===== src/rtl/mac_accum32.sv =====
// mac_accum32: signed multiply-accumulate over blocks of N_SAMPLES with scaled, saturated output
module mac_accum32 #(
  parameter int N_SAMPLES = 8,
  parameter int SHIFT = 0
) (
  input  logic        clk,
  input  logic        reset_n,
  input  logic [31:0] coeff,
  input  logic        clear,
  input  logic [31:0] in_data,
  input  logic        in_valid,
  output logic        in_ready,
  output logic [31:0] out_data,
  output logic        out_valid,
  input  logic        out_ready
);
  typedef enum logic [1:0] {ACC, FLUSH, OUT} state_t;
  state_t state;
  logic [8:0] count;
  logic signed [63:0] prod, product;
  logic signed [72:0] acc, sum, scaled;
  logic prod_v, in_xfer, out_xfer, last;
  logic [31:0] sat;
  // full-precision product, running sum with the pending product folded in, then scale and clamp
  always_comb begin
    in_xfer = in_valid && in_ready;
    out_xfer = out_valid && out_ready;
    last = count + 9'd1 == 9'(N_SAMPLES);
    product = {{32{in_data[31]}}, in_data} * {{32{coeff[31]}}, coeff};
    sum = acc + (prod_v ? {{9{prod[63]}}, prod} : 73'd0);
    scaled = sum >>> SHIFT;
    sat = (&scaled[72:31] || ~|scaled[72:31]) ? scaled[31:0] : scaled[72] ? 32'h8000_0000 : 32'h7fff_ffff;
  end
  // block FSM with registered handshake outputs, product pipeline and accumulator
  always_ff @(posedge clk or negedge reset_n) begin
    if (!reset_n) begin
      state <= ACC;
      count <= '0;
      acc <= '0;
      prod <= '0;
      prod_v <= 1'b0;
      in_ready <= 1'b0;
      out_valid <= 1'b0;
      out_data <= '0;
    end else if (clear) begin
      state <= ACC;
      count <= '0;
      acc <= '0;
      prod_v <= 1'b0;
      in_ready <= 1'b1;
      out_valid <= 1'b0;
    end else begin
      acc <= sum;
      prod_v <= in_xfer;
      if (in_xfer) begin
        prod <= product;
        count <= count + 9'd1;
      end
      case (state)
        ACC: begin
          state <= in_xfer && last ? FLUSH : ACC;
          in_ready <= !(in_xfer && last);
        end
        FLUSH: begin
          out_data <= sat;
          out_valid <= 1'b1;
          state <= OUT;
        end
        default: if (out_xfer) begin
          state <= ACC;
          out_valid <= 1'b0;
          in_ready <= 1'b1;
          acc <= '0;
          count <= '0;
        end
      endcase
    end
  end
endmodule


===== config.mk =====
export PLATFORM = sky130hd
export DESIGN_NAME = mac_accum32
export DESIGN_NICKNAME = d
export VERILOG_FILES = /design/src/rtl/mac_accum32.sv
export SDC_FILE = /design/constraint.sdc
export NUM_CORES = 2
export LEC_CHECK = 0
export BUFFER_PORTS_ARGS = -buffer_cell sky130_fd_sc_hd__buf_2
export CORE_UTILIZATION = 52
export CTS_BUF_LIST = sky130_fd_sc_hd__clkbuf_16
export CTS_CLUSTER_DIAMETER = 200
export DETAILED_ROUTE_END_ITERATION = 16
export PLACE_DENSITY_LB_ADDON = 0.25
export SYNTH_ARGS = -nofsm -noshare
export SYNTH_HDL_FRONTEND = slang
export SYNTH_SLANG_ARGS = --single-unit

===== constraint.sdc =====
create_clock -name clk -period 4.69 [get_ports clk]
set_clock_uncertainty 0.15 [all_clocks]
set_input_delay 0.2345 -clock clk [delete_from_list [all_inputs] [get_ports clk]]
set_output_delay 0.2345 -clock clk [all_outputs]
set_load 0.01 [all_outputs]

==> reports/summary.txt <==
Final hold violation count - 0
RSZ-0062 raised after global routing - yes
Initial antenna violation count - 0
Seq/Total Area, Yosys - 9.54%
Worst-Margin Slew - 0.987 ns
Worst skew pair latency - 0.48 ns
Die Ht - 306 um
CP Capture Type - flip-flop
Drt pass-1 iters - 5
Effective utilization at floorplan - 52.4%
Die Area - 93500 um^2
Ys Warns - 0
# rows - 111
Async SR Flop Fraction - 100%
Ports - 103
Final global-route overflow total - 0
Final Net Count - 7366
Final WS setup - -2.48 ns
Drc violations - 0
Post-placement setup slack - -3.37 ns
Global-route usage over all layers - 29.9%
Hold Path Class - in2async
Initial drt markers - 2434
Critical Path AT - 7.35 ns
Vias in the first global route - 41200
Via count - 38700
Ys flop type - dfrtp_1
Cell Count, Final, Fillers Out - 7156
IO buf count - 102
Setup TNS - -104.15 ns
Most used cell, CP - buf_4
Status - finished, violations left
Final WL - 136000 um
Layout cell share with drive strength beyond 1 - 24.8%
Failing checks - setup timing
Core ar. - 91500 um^2
Pin count of the biggest net entering global routing - 115
Mapped Area - 48000 um^2
CTS tree - done
Synth cell count leaders - fa_1, inv_1, nand2_1, and2_1, ha_1
Clock transition at path regs - 0.08 ns
HPWL Detailed - 112000 um
Avg Vias per Cell - 5.41
Syn Nets - 6650
Post-synth EDFFs - 0
Antenna violation net count after detailed routing - 0
Startpoint types - input port
CP max stage delay - 0.60 ns
Fmax - 0.139 GHz
First-pass GRT wire length - 221000 um
Routed len/inst - 19.0 um
Clk sinks - 183
H-tree levels - 4
Mapped Avg Cell Area - 9.16 um^2
Number of max-cap violations - 0
Crit Path Max Fanout - 6
Final period utilization - 153%
Final Critical Period - 7.17 ns
Clk buf depth - 2
Post-Synthesis Cells - 5240
Final slew viol count - 0
Synth area leaders - fa_1, dfrtp_1, and2_1, inv_1, ha_1
Post-synth cell types - 85
Area Overhead vs Synth - 24.4%
Worst path slowest cell - fa_2
Routability Congestion - 0.978
Critical path class - in2reg
Area leader, netlist - fa_1
Post-synthesis register bit count - 183
Relative slew slack - 34.2%
DP Cell Count - 6991
Top-count cell post-synth - fa_1
Share of the synthesized area in the top cell type - 45.2%
# setup viols final - 86
Clock Root Buffer - clkbuf_16
Chip width - 306 um
CTS Buf Count - 17
Critical Path RT - 4.87 ns
-- final timing paths --
path,cells past startpoint,slack (ns),to,from
min,2,0.15,count[7],reset_n
min in group clk,4,0.17,prod[0],coeff[0]
min reg2reg,2,0.33,prod[9],prod[9]
max,35,-2.48,prod[42],coeff[5]
max in group asynchronous,3,3.17,prod_v,reset_n
max reg2reg,20,-0.34,out_data[2],prod_v
-- routing by layer --
layer / vias up / global-route usage, % / wire length [um]
li1: 17400 / - / -
met2: 1276 / 49.7 / 65800
met4: 0 / 7.08 / 3600
met3: 240 / 4.17 / 8680
met5: - / 0 / 0
met1: 19800 / 41.5 / 58200
-- logic make-up (layout without fill, tap and decap cells) --
family                     after synthesis  after routing  synth area share [%]
buffers and inverters                 1262           1991                  10.0
muxes                                    9              9                 0.190
and+or+nand+nor                       1706           1706                  17.8
other                                    0              1                     0
adders and majority gates             1341           1341                  51.9
AOI/OAI and AO/OA                      603            603                  8.10
xor gates and xnor gates               136            136                  2.48
DFF                                    183            183                  9.54
-- critical path, delay by kind of cell --
kind	cells	cell delay, ns
adders and majority gates	9	4.27
AOI/OAI and AO/OA	6	1.01
buffers and inverters	16	1.51
and+or+nand+nor	3	0.16
xor gates and xnor gates	1	0.15
-- stage by stage --
step / area [um^2] / hold slack [ns] / util, %
2_1_floorplan: 49000 / -0.211 / -
3_3_place_gp: 55400 / 0.114 / 60.5
3_5_place_dp: 55400 / 0.110 / 60.5
4_1_cts: 58500 / 0.168 / 63.9
5_1_grt: 59700 / 0.179 / 65.2
6_report: 59700 / 0.148 / 65.2
-- cells in the final DEF, fill, tap and decap left out, drive strengths merged, types with 45 or more instances in the layout --
master     n
fa      1083
inv      988
buf      963
nand2    676
and2     594
ha       258
nor2     193
a21oi    189
dfrtp    183
o21ai    178
xnor2     85
a21o      52
xor2      51
nand4     50
nand3     45
-- sequential cells by signal, summed over array words and instances (netlist names) --
| signal | flops |
|---|---|
| state | 2 |
| acc | 73 |
| prod | 64 |
| in_ready | 1 |
| out_data | 32 |
| prod_v | 1 |
| count | 9 |
| out_valid | 1 |
-- what timing repair did --
action / 4_1_cts / 5_1_grt
setup buffers: 91 / 41
pin swaps: 203 / 127
resized for setup: 384 / 225
gates cloned: 12 / 3
hold endpoints to repair: 71 / 0
setup endpoints to repair: 86 / 87
hold buffers: 4 / 0
-- area by class of cell --
cell class | count | area [um^2]
Multi-Input combinational cell | 3795 | 40900
Clock buffer | 17 | 425
Clock inverter | 15 | 220
Inverter | 985 | 3700
Tap cell | 1186 | 1480
Sequential cell | 183 | 4580
Fill cell | 7221 | 31800
Timing Repair Buffer | 974 | 8440
Antenna cell | 1 | 2.50
Power is not shown: default switching activity piles up to over one toggle a cycle in this logic, so the estimate is an artifact.
